<file path="src/rtl/cdb_arbiter_if.sv">
// cdb_arbiter_if: result-producer and CDB broadcast signals for cdb_arbiter
//   alu_valid/alu_tag/alu_value -> ALU result offer, alu_ready <- ALU FIFO not full
//   lsb_valid/lsb_tag/lsb_value -> LSB result offer, lsb_ready <- LSB FIFO not full
//   cdb_valid/cdb_tag/cdb_value/cdb_src <- registered broadcast (src 0 = ALU, 1 = LSB)
//   master: producers and CDB consumers; slave: the arbiter
interface cdb_arbiter_if #(
    parameter int TAG_W  = 4,
    parameter int DATA_W = 32
);
    logic              alu_valid;
    logic [TAG_W-1:0]  alu_tag;
    logic [DATA_W-1:0] alu_value;
    logic              alu_ready;
    logic              lsb_valid;
    logic [TAG_W-1:0]  lsb_tag;
    logic [DATA_W-1:0] lsb_value;
    logic              lsb_ready;
    logic              cdb_valid;
    logic [TAG_W-1:0]  cdb_tag;
    logic [DATA_W-1:0] cdb_value;
    logic              cdb_src;

    modport master (
        output alu_valid, alu_tag, alu_value, lsb_valid, lsb_tag, lsb_value,
        input  alu_ready, lsb_ready, cdb_valid, cdb_tag, cdb_value, cdb_src
    );

    modport slave (
        input  alu_valid, alu_tag, alu_value, lsb_valid, lsb_tag, lsb_value,
        output alu_ready, lsb_ready, cdb_valid, cdb_tag, cdb_value, cdb_src
    );
endinterface

</file>
<file path="src/rtl/cdb_arbiter.sv">
// cdb_arbiter: shares the common data bus between the ALU and the load/store buffer
//   clk_in   : clock, rising edge
//   rst_in   : asynchronous active-high reset
//   rdy_in   : global pause when low (all state holds)
//   flush_in : misprediction flush, empties both FIFOs and drops the broadcast
//   bus      : cdb_arbiter_if.slave (producer offers/readies and the CDB broadcast)
// Each producer feeds a private QDEPTH-entry FIFO; one head per cycle is granted
// onto the registered CDB, round-robin when both FIFOs hold results.
// Define CDB_FIXED_PRIO_EN to make contested grants always go to the LSB.
module cdb_arbiter #(
    parameter int TAG_W  = 4,
    parameter int DATA_W = 32,
    parameter int QDEPTH = 2
) (
    input logic         clk_in,
    input logic         rst_in,
    input logic         rdy_in,
    input logic         flush_in,
    cdb_arbiter_if.slave bus
);
    localparam int AW = $clog2(QDEPTH);
    localparam int EW = TAG_W + DATA_W;

    logic [EW-1:0]     alu_mem [QDEPTH];
    logic [EW-1:0]     lsb_mem [QDEPTH];
    logic [AW-1:0]     alu_wr, alu_rd, lsb_wr, lsb_rd;
    logic [AW:0]       alu_cnt, lsb_cnt;
    logic              alu_ready, lsb_ready, alu_push, lsb_push, alu_pop, lsb_pop;
    logic              gnt, gnt_lsb;
    logic [EW-1:0]     head;
    logic              cdb_valid, cdb_src;
    logic [TAG_W-1:0]  cdb_tag;
    logic [DATA_W-1:0] cdb_value;
`ifndef CDB_FIXED_PRIO_EN
    logic              last_grant;
`endif

    // QDEPTH is a power of two, so the count MSB is set exactly when full
    assign alu_ready = !alu_cnt[AW];
    assign lsb_ready = !lsb_cnt[AW];
    assign alu_push  = bus.alu_valid && alu_ready;
    assign lsb_push  = bus.lsb_valid && lsb_ready;
    assign gnt       = alu_cnt != '0 || lsb_cnt != '0;
`ifdef CDB_FIXED_PRIO_EN
    assign gnt_lsb   = lsb_cnt != '0;
`else
    assign gnt_lsb   = lsb_cnt != '0 && (alu_cnt == '0 || !last_grant);
`endif
    assign alu_pop   = gnt && !gnt_lsb;
    assign lsb_pop   = gnt_lsb;
    assign head      = gnt_lsb ? lsb_mem[lsb_rd] : alu_mem[alu_rd];

    assign bus.alu_ready = alu_ready;
    assign bus.lsb_ready = lsb_ready;
    assign bus.cdb_valid = cdb_valid;
    assign bus.cdb_tag   = cdb_tag;
    assign bus.cdb_value = cdb_value;
    assign bus.cdb_src   = cdb_src;

    // Storage needs no reset: the counts alone decide what is valid
    always_ff @(posedge clk_in) begin
        if (rdy_in && !flush_in && alu_push) alu_mem[alu_wr] <= {bus.alu_tag, bus.alu_value};
        if (rdy_in && !flush_in && lsb_push) lsb_mem[lsb_wr] <= {bus.lsb_tag, bus.lsb_value};
    end

    always_ff @(posedge clk_in or posedge rst_in) begin
        if (rst_in) begin
            alu_wr    <= '0;
            alu_rd    <= '0;
            alu_cnt   <= '0;
            lsb_wr    <= '0;
            lsb_rd    <= '0;
            lsb_cnt   <= '0;
            cdb_valid <= 1'b0;
            cdb_tag   <= '0;
            cdb_value <= '0;
            cdb_src   <= 1'b0;
`ifndef CDB_FIXED_PRIO_EN
            last_grant <= 1'b1;
`endif
        end else if (flush_in) begin
            // Pointers are realigned too, so an empty FIFO always has rd == wr
            alu_wr    <= '0;
            alu_rd    <= '0;
            alu_cnt   <= '0;
            lsb_wr    <= '0;
            lsb_rd    <= '0;
            lsb_cnt   <= '0;
            cdb_valid <= 1'b0;
        end else if (rdy_in) begin
            alu_wr    <= alu_wr + AW'(alu_push);
            alu_rd    <= alu_rd + AW'(alu_pop);
            alu_cnt   <= alu_cnt + (AW+1)'(alu_push) - (AW+1)'(alu_pop);
            lsb_wr    <= lsb_wr + AW'(lsb_push);
            lsb_rd    <= lsb_rd + AW'(lsb_pop);
            lsb_cnt   <= lsb_cnt + (AW+1)'(lsb_push) - (AW+1)'(lsb_pop);
            cdb_valid <= gnt;
            if (gnt) begin
                cdb_tag   <= head[EW-1:DATA_W];
                cdb_value <= head[DATA_W-1:0];
                cdb_src   <= gnt_lsb;
`ifndef CDB_FIXED_PRIO_EN
                last_grant <= gnt_lsb;
`endif
            end
        end
    end
endmodule

</file>
<file path="src/flat_wrapper.sv">
// flat-port wrapper written by rule: the top's interface ports become plain ports
module cdb_arbiter_flat 
#(
    parameter int TAG_W  = 4,
    parameter int DATA_W = 32,
    parameter int QDEPTH = 2
)
  (clk_in, rst_in, rdy_in, flush_in, bus_alu_valid, bus_alu_tag, bus_alu_value, bus_lsb_valid, bus_lsb_tag, bus_lsb_value, bus_alu_ready, bus_lsb_ready, bus_cdb_valid, bus_cdb_tag, bus_cdb_value, bus_cdb_src);
  cdb_arbiter_if #(.TAG_W(TAG_W), .DATA_W(DATA_W)) bus_i ();
  input logic clk_in;
  input logic rst_in;
  input logic rdy_in;
  input logic flush_in;
  input wire logic [$bits(bus_i.alu_valid)-1:0] bus_alu_valid;
  input wire logic [$bits(bus_i.alu_tag)-1:0] bus_alu_tag;
  input wire logic [$bits(bus_i.alu_value)-1:0] bus_alu_value;
  input wire logic [$bits(bus_i.lsb_valid)-1:0] bus_lsb_valid;
  input wire logic [$bits(bus_i.lsb_tag)-1:0] bus_lsb_tag;
  input wire logic [$bits(bus_i.lsb_value)-1:0] bus_lsb_value;
  output wire logic [$bits(bus_i.alu_ready)-1:0] bus_alu_ready;
  output wire logic [$bits(bus_i.lsb_ready)-1:0] bus_lsb_ready;
  output wire logic [$bits(bus_i.cdb_valid)-1:0] bus_cdb_valid;
  output wire logic [$bits(bus_i.cdb_tag)-1:0] bus_cdb_tag;
  output wire logic [$bits(bus_i.cdb_value)-1:0] bus_cdb_value;
  output wire logic [$bits(bus_i.cdb_src)-1:0] bus_cdb_src;
  assign bus_i.alu_valid = bus_alu_valid;
  assign bus_i.alu_tag = bus_alu_tag;
  assign bus_i.alu_value = bus_alu_value;
  assign bus_i.lsb_valid = bus_lsb_valid;
  assign bus_i.lsb_tag = bus_lsb_tag;
  assign bus_i.lsb_value = bus_lsb_value;
  assign bus_alu_ready = bus_i.alu_ready;
  assign bus_lsb_ready = bus_i.lsb_ready;
  assign bus_cdb_valid = bus_i.cdb_valid;
  assign bus_cdb_tag = bus_i.cdb_tag;
  assign bus_cdb_value = bus_i.cdb_value;
  assign bus_cdb_src = bus_i.cdb_src;
  cdb_arbiter #(.TAG_W(TAG_W), .DATA_W(DATA_W), .QDEPTH(QDEPTH)) u_core (.clk_in(clk_in), .rst_in(rst_in), .rdy_in(rdy_in), .flush_in(flush_in), .bus(bus_i));
endmodule
</file>
<file path="config.mk">
export PLATFORM = sky130hd
export DESIGN_NAME = cdb_arbiter_flat
export DESIGN_NICKNAME = d
export VERILOG_FILES = /design/src/rtl/cdb_arbiter_if.sv /design/src/rtl/cdb_arbiter.sv /design/src/flat_wrapper.sv
export SDC_FILE = /design/constraint.sdc
export NUM_CORES = 1
export LEC_CHECK = 0
export ABC_CLOCK_PERIOD_IN_PS = 2800
export BUFFER_PORTS_ARGS = -buffer_cell sky130_fd_sc_hd__buf_2
export CORE_MARGIN = 2
export CORE_UTILIZATION = 35
export DETAILED_ROUTE_END_ITERATION = 16
export GPL_TIMING_DRIVEN = 0
export PLACE_DENSITY = 0.65
export SYNTH_ARGS = -nofsm -noshare
export SYNTH_HDL_FRONTEND = slang
export SYNTH_SLANG_ARGS = --single-unit
</file>
<file path="constraint.sdc">
create_clock -name clk_in -period 2.8 [get_ports clk_in]
set_input_delay 0.14 -clock clk_in [delete_from_list [all_inputs] [get_ports clk_in]]
set_output_delay 0.14 -clock clk_in [all_outputs]
set_load 0.05 [all_outputs]
</file>
---- Word level (Yosys, flattened, before mapping) ----
Memory sizes are Yosys's and may differ from the RTL's.
Index checks and enable logic that the tools add are counted.
storage, ports and cells
  bits in read-only memories .............. 0
  memories ................................ 2
  word-level logic and storage cells ...... 60
  register bits ........................... 47
  RAM bits ................................ 144
  bits of input ports ..................... 78
  bits in latches ......................... 0
  output and inout bits ................... 40
memories
  memory          depth  bits a word  read ports  clocked after memory_dff  write ports  line               text
  u_core.alu_mem  2      36           1           0                         1            cdb_arbiter.sv:24  logic [EW-1:0] alu_mem [QDEPTH];
  u_core.lsb_mem  2      36           1           0                         1            cdb_arbiter.sv:25  logic [EW-1:0] lsb_mem [QDEPTH];
operators by class
  order comparisons ....................... 0
  eq/ne operators ......................... 0
  $mul .................................... 0
  shift-type cells ........................ 0
  multiplexer cells ....................... 19
  bitwise logic cells ..................... 1
  $add $sub $neg .......................... 8
  div/mod/pow operators ................... 0
  reductions and logical operators ........ 19
operators by type and width
  operator                   number
  2-to-1 mux 36 bit          1
  2-to-1 mux 1 bit           14
  2-to-1 mux 2 bit           4
  logical AND 1 bit          7
  nonzero test 2 bit         3
  logical NOT 1 bit          5
  adder 1 bit                4
  adder 2 x 1 -> 2 bit       2
  subtractor 2 x 1 -> 2 bit  2
  AND reduction 3 bit        1
  logical NOT 2 bit          1
  logical OR 1 bit           2
  inverter 1 bit             1

---- Longest topological paths before layout ----
Gate-level depths: netlist of the first run.
  depth after elaboration ................. 8
  mapped depth ............................ 11
  depth with buffers taken out ............ 9

---- Worst setup path before layout of the first run ----
OpenSTA, ideal clock, no wires.
  kind .................................... register -> register
  start ................................... reg u_core.alu_cnt[1]
  end ..................................... mem u_core.alu_mem[0][0] (netlist bit), enable pin
  data required time ...................... 2371 ps
  buffers on the path ..................... 1
  data arrival time ....................... 2241 ps
  stages on the path, launching flop included .. 5
  setup time .............................. 429 ps
  clock period less this slack ............ 2670 ps
  slack ................................... 130 ps
  path through ............................ dfrtp_1 -> buf_6 -> nor2b_1 -> nand2_1 -> nor2_1
on the way
  longest elaborated chain between the ends .. 5
RTL lines
  element                                 line               text
  from (decl)                             cdb_arbiter.sv:27  logic [AW:0] alu_cnt, lsb_cnt;
  from (signal assigned)                  cdb_arbiter.sv:93  alu_cnt <= alu_cnt + (AW+1)'(alu_push) - (AW+1)'(alu_pop);
  logical NOT 1 bit                       cdb_arbiter.sv:39  assign alu_ready = !alu_cnt[AW];
  logical AND 1 bit                       cdb_arbiter.sv:41  assign alu_push = bus.alu_valid && alu_ready;
  logical AND 1 bit                       cdb_arbiter.sv:62  if (rdy_in && !flush_in && alu_push) alu_mem[alu_wr] <= {bus.alu_tag, bus.alu_value};
  2-to-1 mux 1 bit                        cdb_arbiter.sv:62
  2-to-1 mux 1 bit (not written as such)  cdb_arbiter.sv:62
  to (decl)                               cdb_arbiter.sv:24
Every way passes these cells.

---- Worst setup path in the final report of the first run ----
  start ................................... reg u_core.lsb_cnt[1]
  end ..................................... reg u_core.lsb_cnt[1]
RTL lines
  element                    line               text
  from (decl)                cdb_arbiter.sv:27
  from (signal assigned)     cdb_arbiter.sv:96  lsb_cnt <= lsb_cnt + (AW+1)'(lsb_push) - (AW+1)'(lsb_pop);
  nonzero test 2 bit         cdb_arbiter.sv:47  assign gnt_lsb = lsb_cnt != '0 && (alu_cnt == '0 || !last_grant);
  logical AND 1 bit          cdb_arbiter.sv:47
  named net u_core.gnt_lsb   cdb_arbiter.sv:29  logic gnt, gnt_lsb;
  subtractor 2 x 1 -> 2 bit  cdb_arbiter.sv:96
  2-to-1 mux 2 bit           cdb_arbiter.sv:90  end else if (rdy_in) begin
  2-to-1 mux 2 bit           cdb_arbiter.sv:81  end else if (flush_in) begin
The timed path passes the listed nets, and every way through them passes these cells. The select of a mux whose other input is x is not followed.
A chain may end at the register's enable or synchronous reset.

==> results of run 1 <==
worst reg2reg max path: cells and delay by family, from the launching register on:
kind	cells	cell delay [ns]
xor gates and xnor gates	1	0.13
DFF	1	0.48
AOI/OAI and AO/OA	1	0.14
adders and majority gates	2	0.47
and+or+nand+nor	3	0.69
buffers and inverters	4	0.48
cell families after synthesis:
| logic type | count (synthesis) |
|---|---|
| flip-flops | 191 |
| AND/OR/NAND/NOR | 102 |
| adder cells (fa/ha/maj) | 4 |
| buffers and inverters | 55 |
| AO/OA/AOI/OAI | 159 |
| XOR/XNOR | 4 |
| multiplexers | 2 |
flip-flops by register name, summed over array words and instances (netlist names), 2 cells and up:
name	cells
u_core.bus.cdb_value	32
u_core.lsb_cnt	2
u_core.bus.cdb_tag	4
u_core.lsb_mem	72
u_core.alu_cnt	2
u_core.alu_mem	72
placed cells by master (no fill, tap or decap), types with 4 or more instances in the layout:
cell type	synthesis	layout
edfxtp_1	144	144
buf_2	17	133
dlygate4sd3_1	0	73
nor2b_1	62	62
dfrtp_1	46	46
o31ai_1	38	38
o21ai_0	37	37
a221oi_1	36	36
a2111oi_0	17	17
clkbuf_16	0	17
clkbuf_1	14	15
a2111oi_2	14	14
and2b_1	12	12
inv_1	9	8
buf_4	7	7
buf_6	7	7
nor2_1	9	7
a2111oi_1	5	5
o21ai_1	5	5
nand2_1	5	5
a21oi_1	4	4
ha_1	4	4
layer usage:
layer / vias up / global-route usage / part of all wire
met1: 2634 / 0.227 / 0.45
li1: 2465 / - / -
met2: 139 / 0.277 / 0.50
met5: - / 0 / 0
met3: 17 / 0.0304 / 0.046
met4: 0 / 0.0415 / 0.010
Yosys cell counts, types with 12 or more instances:
cell	instances	area share
clkbuf_1	14	0.0067
buf_2	17	0.011
a2111oi_0	17	0.019
o21ai_0	37	0.024
o31ai_1	38	0.036
a221oi_1	36	0.040
a2111oi_2	14	0.027
dfrtp_1	46	0.15
nor2b_1	62	0.050
edfxtp_1	144	0.55
and2b_1	12	0.012
where the power goes:
part / total, mW / switching, mW / internal, mW
logic: 3.80 / 2.58 / 1.22
clock network: 2.35 / 1.11 / 1.24
registers: 3.68 / 0.237 / 3.44
how the worst min path moves through the flow:
stage                            end               from  depth (start not counted)
3_5_place_dp           u_core.lsb_wr             rst_in                          2
5_1_grt            u_core.alu_cnt[1]           flush_in                          3
3_3_place_gp   u_core.alu_mem[1][21]  bus_alu_value[21]                          1
2_1_floorplan   u_core.alu_mem[0][0]   bus_alu_value[0]                          0
4_1_cts            u_core.lsb_cnt[1]           flush_in                          3
6_report           u_core.lsb_cnt[1]           flush_in                          3
layout make-up:
| type | count | share of cell area |
|---|---|---|
| flip-flops and latches | 191 | 0.540 |
| multi-input cells | 271 | 0.200 |
| repair buffers | 194 | 0.141 |
| clock buffers | 18 | 0.0421 |
| well taps | 280 | 0.0344 |
| plain buffers | 46 | 0.0268 |
| clock inverters | 14 | 0.0131 |
| inverters | 9 | 0.00331 |
what timing repair did:
action / in CTS / in global routing
endpoints found under the setup margin: 0 / 0
hold buffers: 73 / 0
endpoints found under the hold margin: 165 / 0
metrics by stage:
stage | hold WS (ns) | setup WS [ns] | instances | total power [mW]
5_1_grt | 0.0276 | 0.222 | 1023 | 10.3
3_3_place_gp | 0.329 | -1.12 | 913 | 7.43
4_1_cts | 0.00872 | 0.356 | 1023 | 9.91
2_1_floorplan | 0.239 | 0.130 | 517 | 6.39
6_report | 0.0308 | 0.354 | 1023 | 9.83
3_5_place_dp | 0.232 | 0.373 | 918 | 7.49
==> results.cfg, run 1 <==
[layout]
utilization = 0.466
nNetsFinal = 812
multi_input_area_mm2 = 0.00204
seq_area_mm2 = 0.00550
fillers = 1981
layout-drive-gt1-share = 0.277
final_area_mm2 = 0.0102
area_delta_synth_final_pct = 30.2
n_antenna_cell = 0

[timing]
worstMarginPinSlew_ns = 0.628
slew_viol_final = 0
skew_ns = 0.00875
totalNegativeSetupSlack_ns = 0
hold_viol = 0
rsz0062_at_grt = no
slew_headroom = 0.570
period_minus_slack_ns = 2.45
fmax_ghz = 0.409
fin_crit_sh = 0.873
setup_violations = 0

[grt]
grt_pass1_wl_um = 29900
grt-ovfl-total = 0
antenna_found_initial = 0
track_usage = 0.166
grt_pass1_vias = 5265
grt_max_degree = 26

[synthesis]
ys_seq_area_frac = 0.703
synth_area_mm2 = 0.00783
synth_top_family_by_area = compound AO/OA/AOI/OAI gates
synth.area.mux_share = 0.00256
synth_cells = 517
syn_avg_cell_area_um2 = 15.1
ys_seq_elements = 191
synthAdderAreaFrac = 0.00639
yosys.area_share.xor_xnor = 0.00448
synth_edf_count = 144
syn-num-nets = 599
ys.flop_type = edfxtp_1
async_reset_ff_frac = 0.246
ys_warn_count = 0
synth-simple-area-share = 0.0817
synth_cell_types = 38
synth-compound-area-share = 0.163

[clock_network]
cts-root-buf = clkbuf_16
cts_made_buffers = 17
h-tree-depth = 4
ctsResizeCount = 0
clk_latency_ns = 0.43
cts_setup_buffers = 0
clock_sinks = 191
cts.reportedPaths.clkPinSlew_ns = 0.07
clk_path_buf_depth = 2
cts_tree = yes

[route]
drt-initial-drc-count = 409
wirelength_um = 19500
post-route-drc-count = 0
first_pass_iters = 4
vias_per_cell = 5.14
vias = 5255
wl_per_cell_um = 19.1
ant_nets = 0

[critical_path]
reg2reg_from = u_core.lsb_cnt[1]
critical_path_required_ns = 3.16
worstPathArrival_ns = 2.80
path_class = flop to flop
startpoint = u_core.lsb_cnt[1]
cp_num_buf_inv = 4
crit_end = u_core.lsb_cnt[1]
r2r_end = u_core.lsb_cnt[1]
crit_path_start_kind = flop
reg2reg_depth = 11
worst_setup_path_end_kind = flop
critPathMaxFanout = 10
r2r_setup_slack_ns = 0.35
critical_path.slowest_cell = dfrtp_1
crit_cells = 11
path_cells = or2_1 > buf_4 > buf_2 > nand2_1 > inv_1 > ha_1 > inv_1 > ha_1 > xnor2_1 > or3_1 > a21oi_1
max_stage_delay_ns = 0.48
path_delay_family = simple AND/OR/NAND/NOR gates

[worst_hold_path]
hp-class = input pin to flop

[pwr]
p_leak_nw = 3.76
max-vdd-ir-drop_uv = 527
power.density_mw_per_mm2 = 965

[placement]
port_buffers = 116
globalplace.congestion = 0.743
hpwlAfterDp_um = 13300
placed_area_mm2 = 0.00890

[floorplanning]
start_util = 0.358
rows = 54
die_w_um = 154
die-area_mm2 = 0.0236
core_mm2 = 0.0219
die_h_um = 154
io_pins = 118

[outcome]
status = finished clean

[run]
maxCapViolations = 0
(Power assumes the default switching activity.)
==> inputs of run 2 (changes only) <==
Settings changed: ABC_AREA set to 1, CORE_UTILIZATION 35 to 51, MAX_ROUTING_LAYER set to met4, PLACE_DENSITY 0.65 to 0.86.
==> run 2 against run 1 <==
- maximum frequency increased by 23%
- sequential power about the same
- routed wire length decreased by 5.1%
- critical path type unchanged
==> results.cfg, run 2 <==
[timing]
period_minus_slack_ns = 1.99
fin_crit_sh = 0.711
rsz0062_at_grt = no
worstMarginPinSlew_ns = 0.591
whs_ns = 0.0636
skew_ns = 0.00781
fmax_ghz = 0.503
setup_violations = 0
totalNegativeSetupSlack_ns = 0
hold_viol = 0
slew_headroom = 0.606
slew_viol_final = 0

[route]
vias_per_cell = 5.34
wirelength_um = 18500
post-route-drc-count = 0
ant_nets = 0
vias = 5530
drt-initial-drc-count = 627
first_pass_iters = 5
wl_per_cell_um = 17.9

[pwr]
p_comb_frac = 0.345
p_clk_frac = 0.258
swShare = 0.379
p_int_mw = 5.72
max-vdd-ir-drop_uv = 598
p_seq_frac = 0.397
power.density_mw_per_mm2 = 935
switching_power_mw = 3.48
p_leak_nw = 4.11
power.total_mw = 9.20

[synthesis]
syn-num-nets = 706
synth_cell_types = 28
synth_area_mm2 = 0.00756
ys_seq_elements = 191
synth_area_leaders = edfxtp_1 (57%), dfrtp_1 (15%), nand2_1 (11%), nand4_1 (3.0%), nand3_1 (2.6%)
synth.top_cell.area_share = 0.572
ys.flop_type = edfxtp_1
ys_warn_count = 0
synth_commonest_cells = nand2_1 (212), edfxtp_1 (144), dfrtp_1 (46)
syn_avg_cell_area_um2 = 12.1
yosys.area.top_type = edfxtp_1
async_reset_ff_frac = 0.246
synth_cells = 624
synth_edf_count = 144
ys_seq_area_frac = 0.728
yosysMostFrequentCell = nand2_1

[clock_network]
clk_path_buf_depth = 2
clk_latency_ns = 0.43
clock_sinks = 191
cts.reportedPaths.clkPinSlew_ns = 0.07
cts_tree = yes
h-tree-depth = 4
cts-root-buf = clkbuf_16
cts_made_buffers = 17

[critical_path]
worstPathArrival_ns = 2.32
max_stage_delay_ns = 0.40
worst_setup_path_end_kind = flop
critical_path.slowest_cell = dfrtp_1
path_class = flop to flop
path_cells = inv_2 > nand2_4 > buf_4 > a21oi_1 > ha_1 > inv_1 > ha_1 > xnor2_1 > nor2_1 > nand2_1 > nand2_1 > nor2_1
critical_path_required_ns = 3.13
crit_path_start_kind = flop
critPathMaxFanout = 10

[worst_hold_path]
hp-class = input pin to flop

[grt]
grt_pass1_wl_um = 28600
antenna_found_initial = 0
grt-ovfl-total = 0
track_usage = 0.247
grt_pass1_vias = 5667
grt_max_degree = 27

[layout]
fillers = 1052
reg_top3 = u_core.alu_mem (72), u_core.lsb_mem (72), u_core.bus.cdb_value (32)
final_cell_mix = nand2_1 (212), edfxtp_1 (144), buf_2 (129)
final_area_mm2 = 0.00984
n_antenna_cell = 0
nNetsFinal = 921
layout_commonest_cell = nand2_1
area_delta_synth_final_pct = 30.2
layout-drive-gt1-share = 0.239

[floorplanning]
rows = 44
die_h_um = 126
io_pins = 118
start_util = 0.520
die-area_mm2 = 0.0158
core_mm2 = 0.0145
die_w_um = 126

[placement]
hpwlAfterDp_um = 11800
globalplace.congestion = 0.817
placed_area_mm2 = 0.00853
port_buffers = 117

[outcome]
status = finished clean

[run]
maxCapViolations = 0
[run 2: cell count changes in the layout (fill, tap and decap cells not counted), moves of 17 or more]
| cell | previous run | this run |
|---|---|---|
| a2111oi_0 | 17 | 0 |
| nand3_1 | 0 | 39 |
| nand4_1 | 0 | 36 |
| o31ai_1 | 38 | 0 |
| a221oi_1 | 36 | 0 |
| nand2_1 | 5 | 212 |
| nor2b_1 | 62 | 0 |
[run 2: what timing repair did]
| item | CTS | global route |
|---|---|---|
| resized for setup | 0 | 0 |
| hold endpoints to repair | 169 | 0 |
| hold buffers | 74 | 0 |
| setup buffers | 0 | 0 |
[run 2: power groups by stage]
stage | sequential, mW | combinational [mW] | clock (mW)
final | 3.65 | 3.18 | 2.37
after global routing | 3.69 | 3.44 | 2.49
after CTS | 3.65 | 3.18 | 2.36
after detailed placement | 3.70 | 3.08 | 0
after global placement | 3.70 | 2.97 | 0
after floorplan | 4.58 | 1.30 | 0
[run 2: logic make-up (layout without fill, tap and decap cells)]
kind of cell,after synthesis,after routing,share of synthesized area
XOR/XNOR,2,2,0.00232
adder cells (fa/ha/maj),4,4,0.00662
flip-flops,191,191,0.728
AND/OR/NAND/NOR,328,328,0.191
buffers and inverters,53,281,0.0364
AO/OA/AOI/OAI,46,46,0.0356
[run 2: routing by layer]
layer  wire, µm  GRT usage  vias up
met4        550      0.110        0
met1       7370      0.297     2666
met2       9480      0.412      227
met3       1140     0.0425       47
li1           -          -     2590
met5          0          -        -
[run 2: worst max-delay path, delay by kind of cell, from the launching register on]
| kind | cells | cell delay (ns) |
|---|---|---|
| fa+ha+maj | 2 | 0.43 |
| xor+xnor | 1 | 0.06 |
| flops | 1 | 0.40 |
| compound gates | 1 | 0.23 |
| simple gates | 5 | 0.40 |
| buf+inv | 3 | 0.35 |
[run 2: cell type report]
class | instances | area (µm²) | share of cell area
Tap cell | 184 | 230 | 0.0234
Clock inverter | 6 | 83.8 | 0.00852
Clock buffer | 26 | 489 | 0.0497
Sequential cell | 191 | 5500 | 0.559
Buffer | 34 | 204 | 0.0207
Multi-Input combinational cell | 380 | 1810 | 0.184
Inverter | 19 | 71.3 | 0.00725
Timing Repair Buffer | 196 | 1450 | 0.147
[run 2: path summary, 6_finish.rpt]
| path | end | slack [ns] | cells past startpoint | start |
|---|---|---|---|---|
| setup / recovery | u_core.alu_cnt[1] | 0.81 | 12 | u_core.lsb_cnt[1] |
| min in group asynchronous | u_core.bus.cdb_value[23] | 0.33 | 3 | rst_in |
| hold / removal | u_core.alu_rd | 0.06 | 4 | rdy_in |
| max in group asynchronous | u_core.last_grant | 1.85 | 4 | rst_in |
| setup reg to reg | u_core.alu_cnt[1] | 0.81 | 12 | u_core.lsb_cnt[1] |
| hold reg to reg | u_core.bus.cdb_value[21] | 0.47 | 2 | u_core.bus.cdb_value[21] |
[run 2: per-stage QoR]
step | cells | utilization | setup WS [ns]
final | 1036 | 0.677 | 0.810
after global routing | 1036 | 0.677 | 0.636
after CTS | 1036 | 0.677 | 0.834
after detailed placement | 930 | 0.587 | 0.854
after global placement | 925 | 0.576 | -0.870
after floorplan | 624 | - | -0.0234
